## src/rtl/hazard3_ahb_arb_nport.sv

```systemverilog
// ============================================================================
// hazard3_ahb_arb_nport
//
// Purpose:
//   N-port AHB5 manager arbiter. Several requesting masters are merged onto
//   one AHB5 manager port. Arbitration is static priority: port 0 is the
//   highest priority. The address phase is combinational, so a request
//   reaches htrans in the same cycle it is raised. A registered hold flag
//   keeps the grant stable while a stalled address phase is pending.
//   The data phase is tracked per port so that responses and write data
//   reach the correct master.
//
// Optional feature:
//   `define HAZARD3_ARB_STARVE_EN
//     Adds an 8-bit saturating starvation counter per port. A port that
//     has lost STARVE_CYCLES consecutive arbitrations is boosted above
//     static priority. When the macro is undefined, arbitration is pure
//     static priority and no counters exist.
//
// Parameters:
//   N_PORTS        number of masters (2..8)
//   W_ADDR/W_DATA  address / data width
//   NO_PIPE_MASK   set bit: that port is never granted while its own data
//                  phase is outstanding
//   STARVE_CYCLES  boost threshold (1..255)
//   HMASTER_BASE   hmaster value for port 0; port i drives HMASTER_BASE+i
//
// Ports:
//   clk, rst                      clock, asynchronous active-high reset
//   src_aph_req                   per-port address-phase request
//   src_haddr/hsize/hwrite/hprot/hexcl
//                                 flattened per-port address attributes
//   src_wdata                     flattened per-port write data
//   src_aph_ready/src_dph_ready/src_dph_err/src_dph_exokay
//                                 per-port handshake responses
//   src_rdata                     hrdata broadcast to all ports
//   haddr..hwdata                 AHB5 manager outputs
//   hready, hresp, hexokay, hrdata
//                                 AHB5 manager inputs
// ============================================================================
module hazard3_ahb_arb_nport #(
    parameter int unsigned          N_PORTS       = 3,
    parameter int unsigned          W_ADDR        = 32,
    parameter int unsigned          W_DATA        = 32,
    parameter logic [N_PORTS-1:0]   NO_PIPE_MASK  = 3'b100,
    parameter int unsigned          STARVE_CYCLES = 16,
    parameter logic [7:0]           HMASTER_BASE  = 8'h00
) (
    input  logic                        clk,
    input  logic                        rst,

    input  logic [N_PORTS-1:0]          src_aph_req,
    input  logic [N_PORTS*W_ADDR-1:0]   src_haddr,
    input  logic [N_PORTS*3-1:0]        src_hsize,
    input  logic [N_PORTS-1:0]          src_hwrite,
    input  logic [N_PORTS*4-1:0]        src_hprot,
    input  logic [N_PORTS-1:0]          src_hexcl,
    input  logic [N_PORTS*W_DATA-1:0]   src_wdata,

    output logic [N_PORTS-1:0]          src_aph_ready,
    output logic [N_PORTS-1:0]          src_dph_ready,
    output logic [N_PORTS-1:0]          src_dph_err,
    output logic [N_PORTS-1:0]          src_dph_exokay,
    output logic [W_DATA-1:0]           src_rdata,

    output logic [W_ADDR-1:0]           haddr,
    output logic                        hwrite,
    output logic [1:0]                  htrans,
    output logic [2:0]                  hsize,
    output logic [3:0]                  hprot,
    output logic                        hexcl,
    output logic [7:0]                  hmaster,
    output logic [2:0]                  hburst,
    output logic                        hmastlock,
    output logic [W_DATA-1:0]           hwdata,

    input  logic                        hready,
    input  logic                        hresp,
    input  logic                        hexokay,
    input  logic [W_DATA-1:0]           hrdata
);

    // ------------------------------------------------------------------------
    // Elaboration-time parameter sanity check
    // ------------------------------------------------------------------------
    localparam bit PARAMS_OK = (N_PORTS >= 2) && (N_PORTS <= 8) &&
                               (STARVE_CYCLES >= 1) && (STARVE_CYCLES <= 255);

    generate
        if (!PARAMS_OK) begin : g_bad_params
            $error("hazard3_ahb_arb_nport: N_PORTS or STARVE_CYCLES out of range");
        end
    endgenerate

    // ------------------------------------------------------------------------
    // State
    // ------------------------------------------------------------------------
    logic                   r_hold;        // stalled address phase pending
    logic [N_PORTS-1:0]     r_gnt_prev;    // grant of the previous cycle
    logic [N_PORTS-1:0]     r_dph_active;  // one-hot owner of the data phase

    // ------------------------------------------------------------------------
    // Arbitration
    // ------------------------------------------------------------------------
    logic [N_PORTS-1:0]     w_elig;
    logic [N_PORTS-1:0]     w_boost;
    logic [N_PORTS-1:0]     w_cand_boost;
    logic [N_PORTS-1:0]     w_pick_boost;
    logic [N_PORTS-1:0]     w_pick_elig;
    logic [N_PORTS-1:0]     w_gnt_arb;
    logic [N_PORTS-1:0]     w_gnt;

    genvar gi;

    generate
        for (gi = 0; gi < N_PORTS; gi++) begin : g_elig
            // A no-pipe port must wait for its own data phase to retire.
            assign w_elig[gi] = src_aph_req[gi] &&
                                !(NO_PIPE_MASK[gi] && r_dph_active[gi]);
        end
    endgenerate

`ifdef HAZARD3_ARB_STARVE_EN
    localparam logic [7:0] STARVE_THRESH = 8'(STARVE_CYCLES);

    generate
        for (gi = 0; gi < N_PORTS; gi++) begin : g_starve
            logic [7:0] r_starve_cnt;

            always_ff @(posedge clk or posedge rst) begin
                if (rst) begin
                    r_starve_cnt <= 8'h00;
                end else if (w_gnt[gi] && hready) begin
                    r_starve_cnt <= 8'h00;
                end else if (w_elig[gi] && !r_hold && hready && !w_gnt[gi] &&
                             (r_starve_cnt != 8'hff)) begin
                    r_starve_cnt <= r_starve_cnt + 8'h01;
                end
            end

            assign w_boost[gi] = (r_starve_cnt >= STARVE_THRESH);
        end
    endgenerate
`else
    assign w_boost = '0;
`endif

    // x & -x isolates the lowest set bit, i.e. the highest-priority port.
    assign w_cand_boost = w_elig & w_boost;
    assign w_pick_boost = w_cand_boost & (~w_cand_boost + 1'b1);
    assign w_pick_elig  = w_elig & (~w_elig + 1'b1);
    assign w_gnt_arb    = (|w_cand_boost) ? w_pick_boost : w_pick_elig;

    // While a stalled address phase is pending the grant must not move.
    // Reset suppresses the combinational grant so htrans reads IDLE at once.
    assign w_gnt = rst    ? '0 :
                   r_hold ? r_gnt_prev : w_gnt_arb;

    // ------------------------------------------------------------------------
    // Sequential state
    // ------------------------------------------------------------------------
    always_ff @(posedge clk or posedge rst) begin
        if (rst) begin
            r_hold       <= 1'b0;
            r_gnt_prev   <= '0;
            r_dph_active <= '0;
        end else begin
            // An error response's first cycle (hresp=1) releases the hold
            // so the pending address phase can be re-arbitrated.
            r_hold     <= (|w_gnt) && !hready && !hresp;
            r_gnt_prev <= w_gnt;
            if (hready) begin
                r_dph_active <= w_gnt;
            end
        end
    end

    // ------------------------------------------------------------------------
    // Address-phase mux (AND-OR over a one-hot grant)
    // ------------------------------------------------------------------------
    logic [W_ADDR-1:0]  w_addr_m   [N_PORTS];
    logic [2:0]         w_size_m   [N_PORTS];
    logic [3:0]         w_prot_m   [N_PORTS];
    logic [7:0]         w_mst_m    [N_PORTS];
    logic [W_DATA-1:0]  w_wdata_m  [N_PORTS];

    generate
        for (gi = 0; gi < N_PORTS; gi++) begin : g_mux
            assign w_addr_m[gi]  = w_gnt[gi] ? src_haddr[gi*W_ADDR +: W_ADDR] : '0;
            assign w_size_m[gi]  = w_gnt[gi] ? src_hsize[gi*3 +: 3] : 3'b000;
            assign w_prot_m[gi]  = w_gnt[gi] ? src_hprot[gi*4 +: 4] : 4'b0000;
            assign w_mst_m[gi]   = w_gnt[gi] ? (HMASTER_BASE + 8'(gi)) : 8'h00;
            assign w_wdata_m[gi] = r_dph_active[gi] ?
                                   src_wdata[gi*W_DATA +: W_DATA] : '0;
        end
    endgenerate

    always_comb begin
        haddr   = '0;
        hsize   = 3'b000;
        hprot   = 4'b0000;
        hmaster = 8'h00;
        hwdata  = '0;
        for (int i = 0; i < N_PORTS; i++) begin
            haddr   = haddr   | w_addr_m[i];
            hsize   = hsize   | w_size_m[i];
            hprot   = hprot   | w_prot_m[i];
            hmaster = hmaster | w_mst_m[i];
            hwdata  = hwdata  | w_wdata_m[i];
        end
    end

    assign hwrite    = |(w_gnt & src_hwrite);
    assign hexcl     = |(w_gnt & src_hexcl);
    assign htrans    = {(|w_gnt), 1'b0};
    assign hburst    = 3'b000;
    assign hmastlock = 1'b0;

    // ------------------------------------------------------------------------
    // Per-port responses
    // ------------------------------------------------------------------------
    assign src_aph_ready  = w_gnt & {N_PORTS{hready}};
    assign src_dph_ready  = r_dph_active & {N_PORTS{hready}};
    assign src_dph_err    = r_dph_active & {N_PORTS{hresp}};
    assign src_dph_exokay = r_dph_active & {N_PORTS{hexokay}};
    assign src_rdata      = rst ? '0 : hrdata;

endmodule
```

## config.mk

```make
export PLATFORM = sky130hd
export DESIGN_NAME = hazard3_ahb_arb_nport
export DESIGN_NICKNAME = d
export VERILOG_FILES = /design/src/rtl/hazard3_ahb_arb_nport.sv
export SDC_FILE = /design/constraint.sdc
export NUM_CORES = 1
export LEC_CHECK = 0
export BUFFER_PORTS_ARGS = -buffer_cell sky130_fd_sc_hd__buf_2
export CAP_MARGIN = 20
export CELL_PAD_IN_SITES_DETAIL_PLACEMENT = 0
export CELL_PAD_IN_SITES_GLOBAL_PLACEMENT = 1
export CORE_AREA = 4 4 149 151
export DETAILED_ROUTE_END_ITERATION = 10
export DIE_AREA = 0 0 153 155
export PLACE_DENSITY_LB_ADDON = 0.25
export SLEW_MARGIN = 20
export SYNTH_ARGS = -nofsm -noshare
export SYNTH_HDL_FRONTEND = slang
export SYNTH_SLANG_ARGS = --single-unit
```

## constraint.sdc

```tcl
create_clock -name clk -period 1.9 [get_ports clk]
set_input_delay 0.19 -clock clk [delete_from_list [all_inputs] [get_ports clk]]
set_output_delay 0.19 -clock clk [all_outputs]
set_load 0.02 [all_outputs]
```

==> results of run 1 <==
-- cell usage after synthesis --
| cell type | count |
|---|---|
| buf_4 | 14 |
| o211a_1 | 1 |
| mux2_1 | 1 |
| and2_1 | 12 |
| nor3b_1 | 41 |
| nor4b_1 | 1 |
| a211oi_1 | 1 |
| nand2_1 | 1 |
| buf_6 | 4 |
| or2_1 | 1 |
| nor2_1 | 3 |
| buf_1 | 4 |
| dfrtp_1 | 7 |
| or3b_1 | 1 |
| a221o_1 | 41 |
| a222oi_1 | 32 |
| nor3_1 | 1 |
| nor2b_1 | 32 |
| mux2_2 | 2 |
| inv_1 | 33 |
| buf_2 | 11 |
| conb_1 | 1 |
| o21a_1 | 1 |
| a21oi_4 | 1 |
| nand2b_1 | 1 |
| mux2i_1 | 1 |
| clkbuf_1 | 15 |
-- layout make-up --
cell class              count  area (um^2)  area share (%)
clock buffers               4         78.8            1.68
inverters                  33          124            2.64
multi-input cells         186         1510            32.3
flip-flops and latches      7          175            3.74
repair buffers            398         2450            52.3
well taps                 275          344            7.34
-- kinds of logic (layout without fill, tap and decap cells) --
group	after synthesis	after routing	share of synthesized area, %
AOI/OAI and AO/OA	77	77	38.1
DFF	7	7	8.64
and+or+nand+nor	94	94	31.2
buffers and inverters	81	435	19.7
other	1	11	0.185
muxes	4	4	2.16
-- power by group --
group	switching, mW	internal (mW)
clock network	0.0804	0.279
registers	0.00704	0.159
logic	0.707	0.658
total	0.795	1.10
-- worst max-delay path, cell delays in order (launching register included) --
cell	delay (ns)
dfrtp_1	0.40
or3b_4	0.41
a21oi_4	0.17
buf_12	0.15
buf_12	0.12
a221o_1	0.21
buf_6	0.14
-- sequential cells by signal (all words and copies together) (netlist names) --
| signal | count |
|---|---|
| r_dph_active | 3 |
| r_hold | 1 |
| r_gnt_prev | 3 |
-- worst min-delay path by stage --
stage | slack (ns) | cells after the start | startpoint | endpoint
after floorplan | 0.15 | 2 | rst | r_dph_active[0]
after global placement | 0.29 | 3 | rst | r_gnt_prev[2]
after detailed placement | 0.27 | 3 | rst | r_gnt_prev[2]
after CTS | 0.03 | 3 | rst | r_gnt_prev[0]
after global routing | 0.05 | 3 | rst | r_gnt_prev[0]
final | 0.03 | 3 | rst | r_gnt_prev[0]
-- timing repair --
action                                  4_1_cts  5_1_grt
resized for setup                            81       11
cloned                                        2        0
buffers inserted                              4        0
endpoints found under the setup margin       43       44
pin swaps                                    14       14
-- metrics by stage --
stage          setup TNS [ns]  instances
3_3_place_gp                0        894
3_5_place_dp                0        894
6_report                -3.58        903
5_1_grt                 -6.06        903
4_1_cts                 -2.14        904
2_1_floorplan               0        274
-- routing by layer --
metal	vias to the layer above	track usage [%]
li1	1735	-
met1	1678	10.2
met2	229	22.8
met3	17	2.14
met4	0	3.05
met5	-	0
==> results.json, run 1 <==
{
  "period_minus_slack_ns": 2.02,
  "fin_skew_ns": 0.00307,
  "r2r_slack_ns": 0.37,
  "startpoint": "r_hold",
  "yosysTopAreaCell": "a221o_1",
  "power_density_mw_per_mm2": 403,
  "outcome": "complete, but fails checks",
  "avgViaCountPerCell": 4.05,
  "grt_max_degree": 37,
  "setup_ws_ns": -0.123,
  "cts_sinks": 7,
  "fin_area_mm2": 0.00469,
  "critical_path_required_ns": 1.71,
  "total_power_mw": 1.89,
  "cap_violations": 0,
  "clk_latency_ns": 0.23,
  "drc": 0,
  "wl_met3_mm": 1.25,
  "violations": "setup timing",
  "rows": 53,
  "final_common_cell": "buf_2",
  "grt_pass1_wl_mm": 20.4,
  "rsz0062_at_grt": "true",
  "syn_area_mm2": 0.00203,
  "hp-class": "in2async",
  "cts_buffers": 3,
  "max_clock_freq_mhz": 494,
  "die_w_um": 153,
  "slew_viol_final": 0,
  "synth_cells": 264,
  "dr.pass1.iters": 6,
  "drt-total-wl_mm": 14.3,
  "reg2regPathDepth": 6,
  "p_leak_nw": 2.64,
  "wl_met2_mm": 8.21,
  "setup_viol_count_final": 42,
  "layout-drive-gt1-share_pct": 65.3,
  "track_usage_pct": 10.7,
  "end_kind": "output port",
  "dp_hpwl_mm": 11.9,
  "critPathLaunchType": "register",
  "fillers": 2365,
  "synth_top_area_share_pct": 20.2,
  "synth_seq_cells": 7,
  "ys_top_cells_by_area": "a221o_1 20%, a222oi_1 16%, nor3b_1 15%",
  "n_antenna_cell": 0,
  "antenna_found_initial": 0,
  "min_period_over_period_pct": 106,
  "wl_met1_mm": 4.49,
  "core_region_area_mm2": 0.0208,
  "rr_startpoint": "r_hold",
  "clk_pin_slew_ns": 0.04,
  "cp.arrival_ns": 1.83,
  "maxUsedRoutingLayer": "met4",
  "ctsHoldBuffers": 0,
  "hold_viol": 0,
  "worstSetupEndpoint": "haddr[17]",
  "final_antenna_net_count": 0,
  "place.gp.congestion": 0.816,
  "cts-root-buf": "clkbuf_16",
  "die_height_um": 155,
  "vias": 3659,
  "fin_util_pct": 22.5,
  "cp_max_fo": 8,
  "port_buffers": 378,
  "fin_hold_ws_ns": 0.0280,
  "tritoncts": "yes",
  "synth_warnings": 0,
  "nets": 888,
  "io_pins": 390,
  "dp_slack_ns": 0.0834,
  "area_growth_pct": 131,
  "overflow": 0,
  "grt_pass1_vias": 3757,
  "initial_core_util_pct": 9.74,
  "peakVddDrop_uv": 192,
  "postPlaceCellArea_mm2": 0.00425,
  "regToRegEndpoint": "r_dph_active[1]",
  "wire_per_inst_um": 15.8,
  "critical_path_class": "reg2out",
  "drtIter0Drc": 245,
  "h-tree-depth": 1,
  "yosysSeqAreaShare_pct": 8.64,
  "final_cell_mix": "335 x buf_2, 41 x nor3b_1, 41 x a221o_1",
  "postSynthAreaPerCell_um2": 7.68,
  "synth.distinct_cells": 27,
  "clockBufferDepth": 2,
  "dieArea_mm2": 0.0237
}
(Power assumes the default switching activity.)
==> inputs of run 2 (changes only) <==
Settings changed: ABC_AREA from default to 1, CORE_AREA 4 4 149 151 to 4 4 151 153, DIE_AREA 0 0 153 155 to 0 0 155 157.
==> run 2 against run 1 <==
Effect of this change: the run now ends clean; final cell count is 22% higher; sequential share of layout area is 0.25 points higher; global-route usage is 0.080 points lower; area after synthesis is 8.0% higher; count of clock-buffer cells in the layout stayed put; hold slack better by 0.22 ns; maximum frequency is 16% higher; utilization is 2.1 points lower; critical path depth is 1 higher; flip-flop and latch count stayed put; wire length is 2.9% higher; critical endpoint is now hexcl; largest power group unchanged.
==> results.json, run 2 <==
{
  "cp_top_family": "simple AND/OR/NAND/NOR gates",
  "whs_path_depth": 3,
  "critical_path_required_ns": 1.71,
  "die_height_um": 157,
  "tritoncts": "yes",
  "total_power_mw": 1.80,
  "final_common_cell": "buf_2",
  "cp_max_fo": 41,
  "slew_viol_final": 0,
  "syn_area_mm2": 0.00219,
  "yosysSeqAreaShare_pct": 8.00,
  "port_buffers": 378,
  "antenna_found_initial": 2,
  "final_antenna_net_count": 0,
  "cts_buffers": 3,
  "fin_cells": 1102,
  "postSynthAreaPerCell_um2": 4.71,
  "dp_hpwl_mm": 12.2,
  "setup_viol_count_final": 0,
  "clockBufferDepth": 2,
  "avgViaCountPerCell": 3.71,
  "fin_hold_ws_ns": 0.245,
  "min_period_over_period_pct": 91.7,
  "clk_latency_ns": 0.23,
  "peakVddDrop_uv": 249,
  "power_density_mw_per_mm2": 410,
  "wire_per_inst_um": 13.3,
  "nets": 1082,
  "crit_buf_inv": 2,
  "slowest_delay_ns": 0.36,
  "dp_cells": 1097,
  "critical_path_class": "reg2out",
  "cp.depth": 7,
  "grt_pass1_vias": 3871,
  "ys_top_cells_by_area": "nand2_1 34%, nand3_1 26%, buf_4 9.3%",
  "die_w_um": 155,
  "cp.arrival_ns": 1.55,
  "initial_core_util_pct": 10.2,
  "setup_tns_ns": 0,
  "final_cell_mix": "378 x buf_2, 197 x nand2_1, 113 x nand3_1",
  "crit_path_top_delay_cell": "dfrtp_1",
  "cts_sinks": 7,
  "io_pins": 390,
  "layout-drive-gt1-share_pct": 48.8,
  "clk_pin_slew_ns": 0.04,
  "end_kind": "output port",
  "fin_skew_ns": 0.00295,
  "drc": 0,
  "hold_viol": 0,
  "critPathLaunchType": "register",
  "area_growth_pct": 101,
  "grt_max_degree": 44,
  "dieArea_mm2": 0.0243,
  "synth_cells": 465,
  "synth_top_area_share_pct": 33.8,
  "max_clock_freq_mhz": 574,
  "cts-root-buf": "clkbuf_16",
  "synth-edff-count": 0,
  "top_usage_layer": "met2",
  "drt-total-wl_mm": 14.7,
  "period_minus_slack_ns": 1.74,
  "dr.pass1.iters": 4,
  "synth.distinct_cells": 18,
  "n_antenna_cell": 0,
  "synth_seq_cells": 7,
  "async_flop_share_pct": 100,
  "post_cts_buffers": 0,
  "vias": 4093,
  "track_usage_pct": 10.6,
  "overflow": 0,
  "rows": 54,
  "cap_violations": 0,
  "met2_usage_pct": 21.8,
  "p_leak_nw": 2.86,
  "yosysTopAreaCell": "nand2_1",
  "synth_warnings": 0,
  "reg2regPathDepth": 5,
  "yosysMostFrequentCell": "nand2_1",
  "rsz0062_at_grt": "false",
  "drtIter0Drc": 190,
  "grt_pass1_wl_mm": 20.7,
  "outcome": "finished, final reports clean",
  "path_cells": "nor2_1 > nand2_1 > nand2_2 > buf_12 > nand3_2 > nand3_1 > buf_2",
  "synth_ff_type": "dfrtp_1",
  "synthTopCellsByCount": "197 x nand2_1, 114 x nand3_1, 47 x inv_1",
  "core_region_area_mm2": 0.0216,
  "top_regs": "r_dph_active x3, r_gnt_prev x3, r_hold x1",
  "met1_usage_pct": 10.8,
  "fillers": 2591,
  "place.gp.congestion": 0.778,
  "use_met3_pct": 3.05,
  "h-tree-depth": 1,
  "hp-class": "in2reg"
}
## run 2: changes by cell type after synthesis, moves of 4 or more
cell	delta
a221o_1	-41
a222oi_1	-32
and2_1	-12
buf_1	-4
buf_2	-8
buf_4	+13
inv_1	+14
inv_2	+4
nand2_1	+196
nand3_1	+114
nor2_1	+36
nor2b_1	-32
nor3b_1	-41
## run 2: power by group
part	internal (mW)	switching, mW
registers	0.160	0.00542
clock network	0.279	0.0773
logic	0.495	0.784
total	0.935	0.867
## run 2: layout make-up
cell class / count / area, um^2 / share of cell area [%]
repair buffers: 388 / 2030 / 46.2
multi-input cells: 371 / 1570 / 35.6
well taps: 280 / 350 / 7.97
inverters: 52 / 196 / 4.47
flip-flops and latches: 7 / 175 / 3.98
clock buffers: 4 / 78.8 / 1.79
## run 2: tightest hold or removal path, cell delays in order
cell	delay [ns]
buf_2	0.11
or2_2	0.10
nor2_1	0.03
## run 2: cells by family after synthesis
family,synth area share [%]
buffers and inverters,22.5
AOI/OAI and AO/OA,1.54
DFF,8.00
and+or+nand+nor,67.8
other,0.171
## run 2: metrics by stage
stage	setup slack [ns]	utilization, %	cell area (um^2)
after floorplan	0.560	-	2230
after global routing	0.0428	20.4	4400
final	0.158	20.4	4400
after global placement	0.312	20.0	4300
after CTS	0.0768	20.4	4390
after detailed placement	0.305	20.0	4300
## run 2: repair_timing
action | 4_1_cts | 5_1_grt
endpoints found under the hold margin | 7 | 0
setup endpoints to repair | 0 | 1
resized for setup | 0 | 1
hold buffers | 1 | 0
## run 2: routing by layer
layer | vias to the layer above | wire length [um]
met2 | 206 | 8030
li1 | 2123 | -
met5 | - | 27
met4 | 4 | 126
met3 | 10 | 1410
met1 | 1750 | 5090
## run 2: path summary, 6_finish.rpt
path | to | startpoint | slack, ns
setup reg to reg | r_hold | r_dph_active[2] | 0.80
max in group asynchronous | r_gnt_prev[2] | rst | 1.12
min in group asynchronous | r_hold | rst | 0.53
hold reg to reg | r_gnt_prev[2] | r_dph_active[2] | 0.65
hold / removal | r_hold | hresp | 0.24
setup / recovery | hexcl | r_dph_active[2] | 0.16
==> inputs of run 3 (changes only) <==
Clock period 1.9 ns to 1.88 ns, I/O delays scaled along.
==> run 3 against run 2 <==
Effect of this change: flip-flop and latch count unchanged; critical path type unchanged; global-route usage increased by 0.16 points; final cell count increased by 0.27%; non-clock buffer count increased by 3; worst setup slack got worse by 0.0062 ns; register-to-register slack about the same.
==> results.json, run 3 (synthesis results as in run 2) <==
{
  "outcome": "finished, final reports clean",
  "final_cell_mix": "378 x buf_2, 197 x nand2_1, 114 x nand3_1",
  "p_leak_nw": 2.87,
  "die_w_um": 155,
  "drt-total-wl_mm": 14.8,
  "crit_buf_inv": 3,
  "wl_met1_mm": 5.29,
  "vias": 4067,
  "holdPathEnd": "r_hold",
  "avgViaCountPerCell": 3.68,
  "final_antenna_net_count": 0,
  "clockBufferDepth": 2,
  "grt_pass1_vias": 3948,
  "power_density_mw_per_mm2": 413,
  "wl_met2_mm": 7.83,
  "io_pins": 390,
  "cts_sinks": 7,
  "n_antenna_cell": 0,
  "peakVddDrop_uv": 196,
  "slowest_delay_ns": 0.39,
  "area_growth_pct": 102,
  "cp_top_family": "buffers and inverters",
  "regToRegEndpoint": "r_hold",
  "dp_hpwl_mm": 12.5,
  "hp-start": "hresp",
  "drtIter0Drc": 162,
  "critPathLaunchType": "register",
  "final_common_cell": "buf_2",
  "max_clock_freq_mhz": 578,
  "wl_met3_mm": 1.35,
  "rsz0062_at_grt": "true",
  "cap_violations": 0,
  "cts_resized": 0,
  "h-tree-depth": 1,
  "setup_ws_ns": 0.151,
  "clk_latency_ns": 0.23,
  "tritoncts": "yes",
  "antenna_found_initial": 0,
  "drc": 0,
  "hold_viol": 0,
  "overflow": 0,
  "crit_path_top_delay_cell": "dfrtp_1",
  "nets": 1085,
  "grt_max_degree": 42,
  "critical_path_class": "reg2out",
  "top_regs": "r_dph_active x3, r_gnt_prev x3, r_hold x1",
  "cp_max_fo": 28,
  "fin_skew_ns": 0.0000950,
  "core_region_area_mm2": 0.0216,
  "path_cells": "a21oi_1 > nand2_2 > clkinv_2 > buf_12 > nand2_1 > nand3_1 > buf_2",
  "setup_viol_count_final": 0,
  "port_buffers": 378,
  "clk_pin_slew_ns": 0.03,
  "cts-root-buf": "clkbuf_16",
  "slew_viol_final": 0,
  "rr_startpoint": "r_dph_active[2]",
  "cts_buffers": 3,
  "critical_path_required_ns": 1.69,
  "dp_slack_ns": 0.337,
  "rows": 54,
  "track_usage_pct": 10.8,
  "r2r_slack_ns": 0.79,
  "post_cts_buffers": 0,
  "reg2regPathDepth": 5,
  "total_power_mw": 1.83,
  "layout-drive-gt1-share_pct": 48.8,
  "end_kind": "output port",
  "hp-class": "in2reg",
  "min_period_over_period_pct": 92.0,
  "wire_per_inst_um": 13.4,
  "whs_path_depth": 3,
  "initial_core_util_pct": 10.2,
  "dr.pass1.iters": 4,
  "dieArea_mm2": 0.0243,
  "die_height_um": 157,
  "cp.arrival_ns": 1.54,
  "grt_pass1_wl_mm": 20.9,
  "period_minus_slack_ns": 1.73,
  "maxUsedRoutingLayer": "met4",
  "place.gp.congestion": 0.757
}
==> run 3: changes by cell type in the layout (fill, tap and decap cells not counted) <==
cell     before  now
nand3_2       2    1
buf_12        5    6
buf_4         4    6
nand3_1     113  114
==> run 3: what timing repair did <==
| action | CTS | global route |
|---|---|---|
| hold buffers | 1 | 0 |
| hold endpoints to repair | 7 | 0 |
| endpoints found under the setup margin | 0 | 1 |
==> run 3: worst max-delay path by stage <==
stage | startpoint | endpoint | cells past startpoint
2_1_floorplan | r_dph_active[2] | haddr[0] | 7
3_3_place_gp | rst | hexcl | 8
3_5_place_dp | rst | hexcl | 8
4_1_cts | r_dph_active[2] | hexcl | 7
5_1_grt | r_hold | haddr[29] | 7
6_report | r_hold | haddr[29] | 7
==> run 3: report_power, final <==
group | internal [mW] | switching (mW)
registers | 0.162 | 0.00534
logic | 0.510 | 0.797
clock network | 0.281 | 0.0743
total | 0.953 | 0.877
==> run 3: cell type report <==
cell class	count	area, um^2
flip-flops and latches	7	175
repair buffers	391	2070
clock buffers	4	78.8
well taps	280	350
inverters	52	196
fillers	2569	17100
multi-input cells	371	1560
==> run 3: per-layer routing <==
metal,up-vias,global-route usage (%)
li1,2128,-
met1,1702,11.5
met2,220,21.3
met3,17,2.64
met4,0,2.31
met5,-,0
==> run 3: worst min-delay path, cell delays in order <==
cell and delay [ns]:
buf_2 0.11, or2_2 0.11, nor2_1 0.04
==> run 3: through the flow <==
| stage | utilization (%) | instance area, um^2 | TNS, ns | instances | hold slack (ns) |
|---|---|---|---|---|---|
| 4_1_cts | 20.5 | 4430 | 0 | 1105 | 0.272 |
| 3_3_place_gp | 20.1 | 4340 | 0 | 1100 | 0.132 |
| 2_1_floorplan | - | 2230 | 0 | 475 | 0.0871 |
| 6_report | 20.5 | 4430 | 0 | 1105 | 0.263 |
| 3_5_place_dp | 20.1 | 4340 | 0 | 1100 | 0.131 |
| 5_1_grt | 20.5 | 4430 | -0.00173 | 1105 | 0.288 |
